===== src/rtl/i2s_sample_fifo.sv =====
`default_nettype none
// ============================================================================
// Module   : i2s_sample_fifo
// Purpose  : Stereo sample buffer feeding the I2S transmitter. The bus side
//            pushes left/right pairs with valid/ready. The serializer pulls
//            one pair per frame with a single-cycle request and receives
//            registered parallel words one cycle later. Underrun is handled
//            deterministically: the serializer still gets a frame. Fill level
//            and a low-water flag are exported for interrupt generation.
// Ports    : clk, rst          - clock, synchronous active-high reset
//            flush             - discard all buffered pairs
//            wr_valid/wr_ready - push handshake (ready = not full)
//            wr_left/wr_right  - pair to push
//            rd_req            - frame-start pull request (one-cycle pulse)
//            rd_left/rd_right  - registered pair for the current frame
//            rd_ack            - pulse: rd_left/rd_right were just updated
//            level             - pairs stored, 0..DEPTH (registered)
//            low_water         - level < LOW_WATER (registered)
//            underrun          - sticky: a read arrived while empty
//            underrun_clr      - clears underrun (set wins on same edge)
// Revision : 1.0 - initial release
// ============================================================================
module i2s_sample_fifo #(
    parameter int WIDTH         = 16,
    parameter int DEPTH         = 16,
    parameter int LOW_WATER     = 4,
    parameter int UNDERRUN_ZERO = 1
) (
    input  logic                     clk,
    input  logic                     rst,
    input  logic                     flush,
    input  logic                     wr_valid,
    output logic                     wr_ready,
    input  logic [WIDTH-1:0]         wr_left,
    input  logic [WIDTH-1:0]         wr_right,
    input  logic                     rd_req,
    output logic [WIDTH-1:0]         rd_left,
    output logic [WIDTH-1:0]         rd_right,
    output logic                     rd_ack,
    output logic [$clog2(DEPTH):0]   level,
    output logic                     low_water,
    output logic                     underrun,
    input  logic                     underrun_clr
);

    localparam int          c_AW        = $clog2(DEPTH);
    localparam int          c_PW        = c_AW + 1;
    localparam logic [31:0] c_LOW_WATER = LOW_WATER;
    localparam logic [c_PW-1:0] c_DEPTH = c_PW'(DEPTH);

    // Storage: each entry holds {left, right}.
    logic [2*WIDTH-1:0] r_mem [DEPTH];

    // Pointers carry one extra bit so full and empty are distinguishable.
    logic [c_PW-1:0]  r_wr_ptr;
    logic [c_PW-1:0]  r_rd_ptr;
    logic [c_PW-1:0]  w_wr_ptr_nxt;
    logic [c_PW-1:0]  w_rd_ptr_nxt;
    logic [c_PW-1:0]  w_level_cur;
    logic [c_PW-1:0]  w_level_nxt;
    logic             w_full;
    logic             w_empty;
    logic             w_push;
    logic             w_pop;
    logic             w_under_rd;
    logic             w_low_nxt;
    logic [2*WIDTH-1:0] w_head;
    logic [WIDTH-1:0] w_under_left;
    logic [WIDTH-1:0] w_under_right;

    logic [WIDTH-1:0] r_rd_left;
    logic [WIDTH-1:0] r_rd_right;
    logic             r_rd_ack;
    logic [c_PW-1:0]  r_level;
    logic             r_low_water;
    logic             r_underrun;

    // Occupancy from live pointers; drives the handshake without delay.
    assign w_level_cur = r_wr_ptr - r_rd_ptr;
    assign w_full      = (w_level_cur == c_DEPTH);
    assign w_empty     = (w_level_cur == '0);
    assign wr_ready    = ~w_full;

    // A flush discards the concurrent write and turns any concurrent read
    // into an underrun read, since the buffer is being emptied on this edge.
    assign w_push     = wr_valid & ~w_full & ~flush;
    assign w_pop      = rd_req & ~w_empty & ~flush;
    assign w_under_rd = rd_req & (w_empty | flush);

    assign w_wr_ptr_nxt = r_wr_ptr + c_PW'(w_push);
    assign w_rd_ptr_nxt = flush ? r_wr_ptr : (r_rd_ptr + c_PW'(w_pop));
    assign w_level_nxt  = w_wr_ptr_nxt - w_rd_ptr_nxt;
    assign w_low_nxt    = ({{(32-c_PW){1'b0}}, w_level_nxt} < c_LOW_WATER);

    assign w_head = r_mem[r_rd_ptr[c_AW-1:0]];

    // Data presented to the serializer when a read finds nothing buffered.
    generate
        if (UNDERRUN_ZERO != 0) begin : g_underrun_zero
            assign w_under_left  = '0;
            assign w_under_right = '0;
        end else begin : g_underrun_hold
            assign w_under_left  = r_rd_left;
            assign w_under_right = r_rd_right;
        end
    endgenerate

    // Array write; contents are not reset.
    always_ff @(posedge clk) begin
        if (!rst && w_push) begin
            r_mem[r_wr_ptr[c_AW-1:0]] <= {wr_left, wr_right};
        end
    end

    always_ff @(posedge clk) begin
        if (rst) begin
            r_wr_ptr    <= '0;
            r_rd_ptr    <= '0;
            r_rd_left   <= '0;
            r_rd_right  <= '0;
            r_rd_ack    <= 1'b0;
            r_level     <= '0;
            r_low_water <= (LOW_WATER > 0);
            r_underrun  <= 1'b0;
        end else begin
            r_wr_ptr    <= w_wr_ptr_nxt;
            r_rd_ptr    <= w_rd_ptr_nxt;
            r_level     <= w_level_nxt;
            r_low_water <= w_low_nxt;
            // Every request gets a frame, buffered or not.
            r_rd_ack    <= rd_req;

            if (w_pop) begin
                r_rd_left  <= w_head[2*WIDTH-1:WIDTH];
                r_rd_right <= w_head[WIDTH-1:0];
            end else if (w_under_rd) begin
                r_rd_left  <= w_under_left;
                r_rd_right <= w_under_right;
            end

            // Setting takes priority over a same-edge clear.
            if (w_under_rd) begin
                r_underrun <= 1'b1;
            end else if (underrun_clr) begin
                r_underrun <= 1'b0;
            end
        end
    end

    assign rd_left   = r_rd_left;
    assign rd_right  = r_rd_right;
    assign rd_ack    = r_rd_ack;
    assign level     = r_level;
    assign low_water = r_low_water;
    assign underrun  = r_underrun;

endmodule
`default_nettype wire

===== config.mk =====
export PLATFORM = sky130hd
export DESIGN_NAME = i2s_sample_fifo
export DESIGN_NICKNAME = d
export VERILOG_FILES = /design/src/rtl/i2s_sample_fifo.sv
export SDC_FILE = /design/constraint.sdc
export NUM_CORES = 1
export LEC_CHECK = 0
export CORE_UTILIZATION = 50
export CTS_BUF_LIST = sky130_fd_sc_hd__clkbuf_16
export CTS_CLUSTER_DIAMETER = 120
export DETAILED_ROUTE_END_ITERATION = 12
export GPL_TIMING_DRIVEN = 0
export PLACE_DENSITY = 0.78
export SLEW_MARGIN = 25
export SYNTH_ARGS = -nofsm -noshare
export SYNTH_HDL_FRONTEND = slang
export SYNTH_SLANG_ARGS = --single-unit

===== constraint.sdc =====
create_clock -name clk -period 7.7 [get_ports clk]
set_input_delay 1.54 -clock clk [delete_from_list [all_inputs] [get_ports clk]]
set_output_delay 1.54 -clock clk [all_outputs]
set_load 0.005 [all_outputs]

Yosys cells after proc, flatten, opt, wreduce, memory -nomap -nowiden
Memory sizes are Yosys's and may differ from the RTL's. A register that Yosys moved wholly into a read port is not among the register bits.
Index checks and enable logic that the tools add are counted.
{"block": "op_classes", "n_bitwise": 9, "n_addsub": 4, "n_reduce_logical": 5, "mux": 9, "n_lt_le_gt_ge": 1, "eq_ne": 1}
{"operator": "2-to-1 mux 16 bit", "count": 3}
{"operator": "adder 5 x 1 -> 5 bit", "count": 2}
{"operator": "subtractor 5 bit", "count": 2}
{"operator": "AND 1 bit", "count": 5}
{"operator": "equality test 5 bit (second input constant)", "count": 1}
{"operator": "logical NOT 5 bit", "count": 1}
{"operator": "< comparator 5 x 3 -> 1 bit (second input constant)", "count": 1}
{"operator": "2-to-1 mux 5 bit", "count": 1}
{"operator": "2-to-1 mux 1 bit", "count": 4}
{"operator": "2-to-1 mux 4 bit", "count": 1}
{"operator": "nonzero test 2 bit", "count": 2}
{"operator": "inverter 1 bit", "count": 3}
{"operator": "logical AND 1 bit", "count": 1}
{"operator": "logical NOT 1 bit", "count": 1}
{"operator": "bitwise OR 1 bit", "count": 1}
{"block": "word_totals", "ff_bits": 50, "in_bits": 38, "elab_cells": 38, "ramBits": 512, "mem_count": 1, "output_inout_bits": 41}
{"memory": "r_mem", "depth": 16, "word_bits": 32, "read_ports": 1, "rd_ports_with_merged_regs": 1, "write_ports": 1, "line_no": "52", "source": "logic [2*WIDTH-1:0] r_mem [DEPTH];"}

Depth between registers and ports, before layout
Gate-level depths: netlist of the first run.
{"block": "logic_depth", "depth_word": 9, "depth_mapped": 19, "ltp_nobuf": 17}

Least setup slack after synthesis of the first run
OpenSTA, ideal clock, no wires.
{"block": "synth_path", "kind": "reg2reg", "startpoint": "reg r_rd_ptr[1]", "endpoint": "mem r_mem[0][0] in the netlist's numbering (enable)", "setup_slack_ns": 2.095, "period_less_slack_ns": 5.605, "path_buffers": 2, "stages_incl_launch_ff": 10, "t_arrival_ns": 5.103, "required_ns": 7.198, "setup_time_ns": 0.502, "cell_sequence": "dfxtp_1 > buf_2 > buf_1 > inv_1 > ha_1 > and3b_1 > o211ai_1 > a211o_2 > nand3_4 > nor4_1"}
{"block": "synth_between", "elab_chain_len": 8}
{"item": "start, declared", "line_no": "56", "source": "logic [c_PW-1:0] r_rd_ptr;"}
{"item": "start signal, assigned", "line_no": "127", "source": "r_rd_ptr <= w_rd_ptr_nxt;"}
{"item": "subtractor 5 bit", "line_no": "79", "source": "assign w_level_cur = r_wr_ptr - r_rd_ptr;"}
{"item": "equality test 5 bit", "line_no": "80", "source": "assign w_full = (w_level_cur == c_DEPTH);"}
{"item": "inverter 1 bit"}
{"item": "net wr_ready", "line_no": "33", "source": "output logic wr_ready,"}
{"item": "AND 1 bit (2 in a row)", "line_no": "86", "source": "assign w_push = wr_valid & ~w_full & ~flush;"}
{"item": "logical AND 1 bit", "line_no": "110", "source": "if (!rst && w_push) begin"}
{"item": "2-to-1 mux 1 bit", "line_no": "110"}
{"item": "2-to-1 mux 1 bit (implied by the code)", "line_no": "111", "source": "r_mem[r_wr_ptr[c_AW-1:0]] <= {wr_left, wr_right};"}
{"item": "end, declared", "line_no": "52"}
The timed path passes the listed nets, and every way through them passes these cells.

Worst setup path in the final report of the first run
{"block": "layout_path", "startpoint": "reg r_rd_ptr[1]", "endpoint": "reg r_low_water (netlist: low_water)"}
{"block": "layout_between", "elab_chain_len": 9, "word_cells_on_any_way": 14, "cone_classes": "add/sub: 4; order compare: 1; eq/ne: 1; mux: 1; bitwise: 6; reduce/logical: 1"}
{"item": "subtractor 5 bit", "line_no": "79"}
{"item": "logical NOT 5 bit", "line_no": "81", "source": "assign w_empty = (w_level_cur == '0);"}
{"item": "inverter 1 bit", "line_no": "87", "source": "assign w_pop = rd_req & ~w_empty & ~flush;"}
{"item": "AND 1 bit (2 in a row)", "line_no": "87"}
{"item": "adder 5 x 1 -> 5 bit (*)", "line_no": "91", "source": "assign w_rd_ptr_nxt = flush ? r_wr_ptr : (r_rd_ptr + c_PW'(w_pop));"}
{"item": "2-to-1 mux 5 bit (*)", "line_no": "91"}
{"item": "net w_rd_ptr_nxt[1]", "line_no": "58", "source": "logic [c_PW-1:0] w_rd_ptr_nxt;"}
{"item": "subtractor 5 bit (*)", "line_no": "92", "source": "assign w_level_nxt = w_wr_ptr_nxt - w_rd_ptr_nxt;"}
{"item": "< comparator 5 x 3 -> 1 bit (*)", "line_no": "93", "source": "assign w_low_nxt = ({{(32-c_PW){1'b0}}, w_level_nxt} < c_LOW_WATER);"}
{"item": "end signal, assigned", "line_no": "123", "source": "r_low_water <= (LOW_WATER > 0);"}
{"item": "end signal, assigned", "line_no": "129", "source": "r_low_water <= w_low_nxt;"}
{"item": "end, declared", "line_no": "75", "source": "logic r_low_water;"}
Mark *: on every way through the listed nets, which the timed path passes. The rest lies on a longest branch.
A chain may end at the register's enable or synchronous reset.

==> results of run 1 <==
[synth_stat cells, types with 2 or more instances]
library cell / number / area share (%)
a21oi_1: 5 / 0.12
a22oi_1: 32 / 1.1
a31oi_1: 2 / 0.058
a32oi_1: 33 / 1.3
and2_1: 5 / 0.14
buf_1: 5 / 0.086
buf_2: 12 / 0.28
buf_4: 9 / 0.31
buf_6: 10 / 0.52
clkbuf_1: 24 / 0.41
clkbuf_8: 2 / 0.13
dfxtp_1: 50 / 4.6
edfxtp_1: 512 / 71
ha_1: 11 / 0.63
inv_1: 12 / 0.21
inv_2: 3 / 0.052
mux2_4: 2 / 0.14
mux2i_1: 33 / 1.5
mux4_2: 128 / 13
nand2_1: 7 / 0.12
nand2b_1: 2 / 0.058
nand3_1: 7 / 0.16
nor2_1: 50 / 0.86
nor2b_1: 2 / 0.058
nor3_1: 12 / 0.28
nor4_1: 4 / 0.12
o21ai_0: 7 / 0.16
o21ai_1: 25 / 0.58
xnor2_1: 7 / 0.28
xor2_1: 6 / 0.24
[worst reg2reg max path: cells and delay by family (launching register included)]
| kind | cells | cell delay (ns) |
|---|---|---|
| fa+ha+maj | 4 | 1.33 |
| simple gates | 4 | 0.83 |
| mux | 1 | 0.31 |
| buf+inv | 4 | 1.16 |
| compound gates | 5 | 1.13 |
| xor+xnor | 1 | 0.26 |
| flops | 1 | 0.49 |
[per-layer routing]
metal	part of all wire [%]	vias to the layer above
met3	8.8	100
met4	2.9	0
met2	49	617
li1	-	4785
met1	39	5959
met5	0	-
[registers in the layout, indices dropped and copies added (netlist names)]
register / flops
low_water: 1
r_mem: 512
rd_ack: 1
underrun: 1
r_wr_ptr: 5
rd_right: 16
rd_left: 16
level: 5
r_rd_ptr: 5
[layout make-up]
class / count / area share, %
Sequential cell: 562 / 63.9
Multi-Input combinational cell: 402 / 19.3
Clock buffer: 57 / 5.56
Timing Repair Buffer: 157 / 5.17
Tap cell: 577 / 2.82
Buffer: 64 / 1.59
Clock inverter: 45 / 1.43
Inverter: 16 / 0.234
[power groups by stage]
| stage | clock, mW | sequential (mW) | combinational, mW |
|---|---|---|---|
| floorplan | 0 | 3.42 | 0.203 |
| global placement | 0 | 3.42 | 0.336 |
| detailed placement | 0 | 3.42 | 0.351 |
| CTS | 2.69 | 3.36 | 0.354 |
| global route | 2.82 | 3.36 | 0.378 |
| finish | 2.67 | 3.36 | 0.353 |
[path summary, 6_finish.rpt]
kind / end / startpoint
worst max-delay path: low_water / r_rd_ptr[1]
worst min-delay path: rd_left[4] / rd_left[4]
worst max register to register: low_water / r_rd_ptr[1]
worst min register to register: rd_left[4] / rd_left[4]
[stage by stage]
step | cell area, um2 | total power, mW
after floorplan | 21700 | 3.63
after global placement | 23200 | 3.76
after CTS | 25600 | 6.41
final | 25600 | 6.38
after global routing | 25600 | 6.55
after detailed placement | 23800 | 3.77
[kinds of logic after synthesis]
kind of cell             Yosys count
AO/OA/AOI/OAI                    115
XOR/XNOR                          14
adder cells (fa/ha/maj)           13
buffers and inverters             80
flip-flops                       562
multiplexers                     164
AND/OR/NAND/NOR                   96
==> metrics.cfg, run 1 <==
[power]
ir_worst_vdd_v = 0.000177
p_seq_share_pct = 52.7
p_leak_nw = 8.37
switchingPower_mw = 1.33
powerDensity_mw_per_mm2 = 249
clkPwrFrac_pct = 41.8
pwr-share-comb_pct = 5.5
p_int_mw = 5.05
switching_share_pct = 20.9

[global_routing]
grt.overflow.total = 0
grt_pass1_vias = 11953
grt_max_degree = 17
grt_use_met1_pct = 30.6
busiest_layer = met2
antenna_found_initial = 0
globalRouteTotalUtil_pct = 22.8
use_met2_pct = 37.2
grt_pass1_wl_um = 73800
met3_usage_pct = 4.65

[placement]
port_buffers = 78
dp.cells = 1778
place_ws_ns = 2.10
place.gp.congestion = 0.773
post-dp-hpwl_um = 32300

[detailed_routing]
first_pass_iters = 5
postRouteAntennaNets = 0
drc = 0
wl_per_cell_um = 26.2
vias = 11461
drt_wl_total_um = 49200
drt_iter0_drc = 1193
avgViaCountPerCell = 6.10

[worst_setup_path]
worstPathRequired_ns = 8.17
cp_max_fo = 10
crit_buf_inv = 4
worst_path_dominant_cell_family = adder cells
critPathKind = flip-flop to flip-flop
r2r_slack_ns = 2.07
rr_worst_depth = 19
path_cells = buf_2, buf_1, inv_1, ha_1, and3b_1, nor4_4, o2111ai_4, nand2_1, nor2_1, ha_1, ha_1, mux2i_1, inv_1, fa_1, o21bai_1, a22o_2, a311oi_1, xor2_1, a211oi_2
critPathMaxStageDelay_ns = 0.64
slowest_stage = buf_1
crit_cells = 19
endpoint_kind = flip-flop
start_kind = flip-flop
cp.arrival_ns = 6.10
crit_top_cell = ha_1

[floorplan]
io_pins = 79
die-area_mm2 = 0.0443
die_w_um = 210
initial_core_util_pct = 51.2
core_area_mm2 = 0.0424
fp.dieH_um = 210
fp-row-count = 75

[finish]
fin_util_pct = 60.4
antenna_cells = 0
final_nets = 1308
layout-drive-gt1-share_pct = 26.9
area_growth_pct = 18.1
regArea_mm2 = 0.0164
layout.cells.most_common = edfxtp_1
fillerInstances = 2948
final_cells = 1880
final_cell_mix = edfxtp_1 (512), mux4_2 (128), clkdlybuf4s50_1 (78)
multi_input_area_mm2 = 0.00495

[logic_synthesis]
synthAdderAreaFrac_pct = 0.778
ys_types = 55
synth_xor_area_share_pct = 0.628
syn_inst = 1044
synth_ff_type = edfxtp_1
postSynth.asyncResetShare_pct = 0
synth_top_family_by_area = multiplexers
yosys.area_share.simple_pct = 2.15
syn_area_mm2 = 0.0217
synthMuxAreaShare_pct = 15.0
ys_ff_latch = 562
synth_compound_area_share_pct = 3.88
syn_area_per_cell_um2 = 20.8
synth_nets = 1094
yosysSeqAreaShare_pct = 75.4
ys_warn_count = 0
synth_edf_count = 512

[cts]
numClockSinks = 562
post_cts_buffers = 0
cts_hold_buf = 0
clk_pin_slew_ns = 0.06
post_cts_resized = 0
cts_tree = built
cts_max_level = 2
cts-root-buf = clkbuf_16
insertion_delay_ns = 0.60
cts_max_path_buffers = 3
cts_made_buffers = 55

[sta]
post-route-period-util_pct = 73.2
setup_viol = 0
hold_slack_ns = 0.492
tightest_slew_ns = 0.903
max_slew_margin_pct = 39.8
timing.fmax_ghz = 0.177
setup_tns_ns = 0
hold_viol = 0
rsz0062_at_grt = false
final.setup_skew_ns = 0.0192
period_minus_slack_ns = 5.63
setup_slack_ns = 2.07
slew_viol_final = 0

[run]
maxCapViolCount = 0

[hold_path]
worstHoldPathCells = 2
holdCritPathClass = flip-flop to flip-flop

[run_status]
status = finished clean

No activity file was read; power rests on OpenSTA's default activity.
==> inputs of run 2 (changes only) <==
--- a/config.mk
+++ b/config.mk
@@ -10,7 +10,7 @@
 export CTS_CLUSTER_DIAMETER = 120
 export DETAILED_ROUTE_END_ITERATION = 12
 export GPL_TIMING_DRIVEN = 0
-export PLACE_DENSITY = 0.78
+export PLACE_DENSITY = 0.81
 export SLEW_MARGIN = 25
 export SYNTH_ARGS = -nofsm -noshare
 export SYNTH_HDL_FRONTEND = slang
==> constraint.sdc (replaced) <==
create_clock -name clk -period 5.1 [get_ports clk]
set_input_delay 1.02 -clock clk [delete_from_list [all_inputs] [get_ports clk]]
set_output_delay 1.02 -clock clk [all_outputs]
set_load 0.005 [all_outputs]
==> run 2 against run 1 <==
Effect of this change: clock skew decreased by 0.0050 ns; register-to-register slack worse by 1.8 ns; sequential power is 51% higher; design area fell by 0.79%; first-iteration DRC count grew 21%; highest routed layer unchanged.
==> metrics.cfg, run 2 (synthesis gave the netlist of run 1 again) <==
[cts]
cts_max_path_buffers = 3
cts_max_level = 2
insertion_delay_ns = 0.57
numClockSinks = 562
cts_tree = built
post_cts_buffers = 0
cts_made_buffers = 52
clk_pin_slew_ns = 0.06
cts_hold_buf = 0
cts-root-buf = clkbuf_16

[detailed_routing]
postRouteAntennaNets = 0
wl_met3_um = 3880
drc = 0
drt_wl_total_um = 51700
first_pass_iters = 5
avgViaCountPerCell = 6.19
top_layer = met4
wl_met2_um = 27100
wl_per_cell_um = 27.7
vias = 11561
wl_met1_um = 19300
drt_iter0_drc = 1449

[power]
switching_share_pct = 20.9
p_int_mw = 7.37
p_seq_share_pct = 54.4
power_mw = 9.31
pwr-share-comb_pct = 5.9
ir_worst_vdd_v = 0.000256
switchingPower_mw = 1.94
p_leak_nw = 8.31
clkPwrFrac_pct = 39.7
powerDensity_mw_per_mm2 = 366

[worst_setup_path]
critPathKind = flip-flop to flip-flop
worst_path_dominant_cell_family = adder cells
crit_buf_inv = 3
r2r-end = low_water
r2r_start = r_rd_ptr[1]
cp.arrival_ns = 5.32
rr_worst_depth = 18
start_kind = flip-flop
critPathMaxStageDelay_ns = 0.54
endpoint_kind = flip-flop
crit_cells = 18
cp_max_fo = 19
worstPathRequired_ns = 5.53
path_cells = buf_6, inv_1, ha_1, and3b_1, nor4_4, o2111ai_4, nand2_1, nor2_1, ha_1, ha_1, mux2i_2, inv_1, fa_1, o21bai_1, a22o_2, a311oi_1, xor2_1, a211oi_2
slowest_stage = dfxtp_1
crit_top_cell = ha_1
r2r_slack_ns = 0.22

[floorplan]
core_area_mm2 = 0.0424
die_w_um = 210
fp.dieH_um = 210
initial_core_util_pct = 51.2
die-area_mm2 = 0.0443
fp-row-count = 75
io_pins = 79

[hold_path]
worstHoldStart = rd_left[12]
min_to = rd_left[12]
worstHoldPathCells = 2
holdCritPathClass = flip-flop to flip-flop

[sta]
rsz0062_at_grt = false
hold_slack_ns = 0.496
post-route-period-util_pct = 95.8
hold_viol = 0
period_minus_slack_ns = 4.88
timing.fmax_ghz = 0.205
final.setup_skew_ns = 0.0141
setup_tns_ns = 0
setup_viol = 0
max_slew_margin_pct = 31.4
slew_viol_final = 0
tightest_slew_ns = 1.03

[global_routing]
grt_max_degree = 20
grt_pass1_vias = 12320
antenna_found_initial = 0
grt_pass1_wl_um = 76800
grt.overflow.total = 0
globalRouteTotalUtil_pct = 23.8

[finish]
antenna_cells = 0
fillerInstances = 2933
area_growth_pct = 17.1
final_nets = 1300
layout.cells.most_common = edfxtp_1
largest_reg_flops = 512
layout-drive-gt1-share_pct = 25.6
fin_util_pct = 60.0
postLayoutCellArea_mm2 = 0.0254
final_cell_mix = edfxtp_1 (512), mux4_2 (128), clkdlybuf4s50_1 (78)
regArea_mm2 = 0.0164
multi_input_area_mm2 = 0.00496

[run_status]
status = finished clean

[run]
maxCapViolCount = 0

[placement]
port_buffers = 78
place_area_mm2 = 0.0238
post-dp-hpwl_um = 32100
place.gp.congestion = 0.790

==> run 2: what timing repair did <==
action	4_1_cts	5_1_grt
resized for setup	1	5
setup endpoints to repair	2	2
pin swaps	0	0
==> run 2: power by group through the flow <==
stage / combinational, mW / clock (mW) / sequential [mW]
detailed placement: 0.533 / 0 / 5.17
CTS: 0.546 / 3.72 / 5.07
finish: 0.545 / 3.70 / 5.07
global route: 0.579 / 3.90 / 5.07
floorplan: 0.307 / 0 / 5.17
global placement: 0.507 / 0 / 5.17
==> run 2: through the flow <==
step	worst slack, ns	instances
floorplan	-0.505	1044
global placement	-4.17	1699
detailed placement	-0.553	1774
CTS	0.00916	1868
global route	0.00613	1868
finish	0.216	1868
==> run 2: worst max-delay path by stage <==
stage	start	endpoint	slack, ns
global route	r_rd_ptr[1]	low_water	0.006
finish	r_rd_ptr[1]	low_water	0.22
global placement	r_rd_ptr[1]	r_mem[1][19]	-4.17
CTS	r_rd_ptr[2]	low_water	0.009
floorplan	r_rd_ptr[1]	r_mem[0][0]	-0.50
detailed placement	r_rd_ptr[1]	low_water	-0.55
==> run 2: worst reg2reg max path: stages (launching register included) <==
cell	delay [ns]
dfxtp_1	0.54
buf_6	0.29
inv_1	0.07
ha_1	0.35
and3b_1	0.25
nor4_4	0.31
o2111ai_4	0.27
nand2_1	0.21
nor2_1	0.06
ha_1	0.23
ha_1	0.30
mux2i_2	0.27
inv_1	0.11
fa_1	0.46
o21bai_1	0.18
a22o_2	0.21
a311oi_1	0.31
xor2_1	0.26
a211oi_2	0.10
==> run 2: routing by layer <==
metal,track usage (%),vias to the layer above
met4,8.87,0
met2,41.8,655
met5,0,-
met1,30.1,6044
met3,3.64,112
li1,-,4750
==> run 2: final cells by class <==
class / count / area share, %
multi-input cells: 402 / 19.5
well taps: 577 / 2.84
clock buffers: 53 / 5.21
flip-flops and latches: 562 / 64.4
inverters: 16 / 0.236
plain buffers: 63 / 1.63
repair buffers: 153 / 5.11
clock inverters: 42 / 1.09
==> inputs of run 3 (changes only) <==
--- a/config.mk
+++ b/config.mk
@@ -10,6 +10,7 @@
 export CTS_CLUSTER_DIAMETER = 120
 export DETAILED_ROUTE_END_ITERATION = 12
 export GPL_TIMING_DRIVEN = 0
+export MAX_ROUTING_LAYER = met4
 export PLACE_DENSITY = 0.81
 export SLEW_MARGIN = 25
 export SYNTH_ARGS = -nofsm -noshare
==> run 3 against run 2 <==
Effect of this change: sequential cell count is the same; first-iteration DRC count shrank 1.5%; non-clock buffer count is the same; clock power is essentially flat; via count grew 0.21%; wire length shrank 0.21%.
==> metrics.cfg, run 3 (synthesis gave the netlist of run 1 again) <==
[run_status]
status = finished clean

[detailed_routing]
avgViaCountPerCell = 6.20
drt_wl_total_um = 51600
drc = 0
drt_iter0_drc = 1427
wl_per_cell_um = 27.6
postRouteAntennaNets = 0
vias = 11585
first_pass_iters = 5

[cts]
post_cts_buffers = 0
numClockSinks = 562
cts_max_path_buffers = 3
cts_tree = built
cts_made_buffers = 52
insertion_delay_ns = 0.57
cts-root-buf = clkbuf_16
cts_max_level = 2
clk_pin_slew_ns = 0.06

[worst_setup_path]
r2r_slack_ns = 0.20
path_cells = buf_6, inv_1, ha_1, and3b_1, nor4_4, o2111ai_4, nand2_1, nor2_1, ha_1, ha_1, mux2i_2, inv_1, fa_1, o21bai_1, a22o_2, a311oi_1, xor2_1, a211oi_2
crit_path_end = low_water
crit_top_cell = ha_1
critPathKind = flip-flop to flip-flop
cp_max_fo = 19
rr_worst_depth = 18
crit_cells = 18
worstPathRequired_ns = 5.54
cp.arrival_ns = 5.34
crit_buf_inv = 3
slowest_stage = dfxtp_1
r2r_start = r_rd_ptr[1]
crit_start = r_rd_ptr[1]
endpoint_kind = flip-flop
r2r-end = low_water
critPathMaxStageDelay_ns = 0.55
worst_path_dominant_cell_family = adder cells
start_kind = flip-flop

[sta]
timing.fmax_ghz = 0.204
max_slew_margin_pct = 32.7
period_minus_slack_ns = 4.90
setup_viol = 0
setup_tns_ns = 0
final.setup_skew_ns = 0.0136
rsz0062_at_grt = false
hold_viol = 0
tightest_slew_ns = 1.01
post-route-period-util_pct = 96.1
slew_viol_final = 0

[power]
powerDensity_mw_per_mm2 = 366
ir_worst_vdd_v = 0.000255
power_mw = 9.31
p_leak_nw = 8.31

[global_routing]
grt_pass1_wl_um = 76800
grt_pass1_vias = 12288
globalRouteTotalUtil_pct = 24.5
grt.overflow.total = 0
grt_max_degree = 20
antenna_found_initial = 0

[hold_path]
holdCritPathClass = flip-flop to flip-flop

[floorplan]
fp-row-count = 75
die-area_mm2 = 0.0443
io_pins = 79
initial_core_util_pct = 51.2
die_w_um = 210
fp.dieH_um = 210
core_area_mm2 = 0.0424

[finish]
multi_input_area_mm2 = 0.00496
regArea_mm2 = 0.0164
layout-drive-gt1-share_pct = 25.6
fillerInstances = 2933
layout.cells.most_common = edfxtp_1
postLayoutCellArea_mm2 = 0.0254
largest_reg_flops = 512
final_cell_mix = edfxtp_1 (512), mux4_2 (128), clkdlybuf4s50_1 (78)
area_growth_pct = 17.1
final_cells = 1868
final_nets = 1300
antenna_cells = 0

[placement]
port_buffers = 78
place_area_mm2 = 0.0238
place.gp.congestion = 0.801
post-dp-hpwl_um = 32100
dp.cells = 1774

[run]
maxCapViolCount = 0

==> run 3: worst min-delay path by stage <==
stage                             from           end  slack [ns]  depth (start not counted)
after global routing      rd_right[10]  rd_right[10]        0.52                          2
final                      rd_right[7]   rd_right[7]        0.50                          2
after detailed placement   rd_right[9]   rd_right[9]        0.48                          2
after floorplan             rd_left[0]    rd_left[0]        0.48                          2
after CTS                  rd_left[14]   rd_left[14]        0.50                          2
after global placement     rd_right[1]   rd_right[1]        0.47                          2
==> run 3: area by class of cell <==
class	instances	area share (%)
Sequential cell	562	64.4
Multi-Input combinational cell	402	19.5
Clock buffer	53	5.21
Timing Repair Buffer	153	5.11
Tap cell	577	2.84
Buffer	63	1.63
Clock inverter	42	1.09
Inverter	16	0.236
==> run 3: tightest hold or removal path: cells and delay by family, from the launching register on <==
family,cells,cell delay [ns]
AOI/OAI and AO/OA,1,0.06
DFF,1,0.33
and+or+nand+nor,1,0.07
==> run 3: report_power, final <==
| group | internal (mW) | switching [mW] |
|---|---|---|
| logic | 0.244 | 0.301 |
| clock network | 2.07 | 1.62 |
| registers | 5.05 | 0.0161 |
| total | 7.37 | 1.94 |
==> run 3: per-stage QoR <==
step | hold slack [ns] | util, % | worst slack [ns]
floorplan | 0.478 | - | -0.505
global placement | 0.470 | 54.7 | -4.17
detailed placement | 0.480 | 56.2 | -0.553
CTS | 0.499 | 59.9 | 0.00916
global route | 0.524 | 60.0 | 0.00613
finish | 0.499 | 60.0 | 0.200
==> run 3: routing by layer <==
metal / up-vias / GRT usage [%] / share of wire (%)
li1: 4755 / - / -
met1: 6025 / 30.1 / 37
met2: 692 / 41.9 / 52
met3: 113 / 3.59 / 8.1
met4: 0 / 8.75 / 2.8
met5: - / - / 0
==> run 3: what timing repair did <==
action | in CTS | in global routing
hold buffers | 0 | 0
gates resized for setup | 1 | 5
setup endpoints to repair | 2 | 2
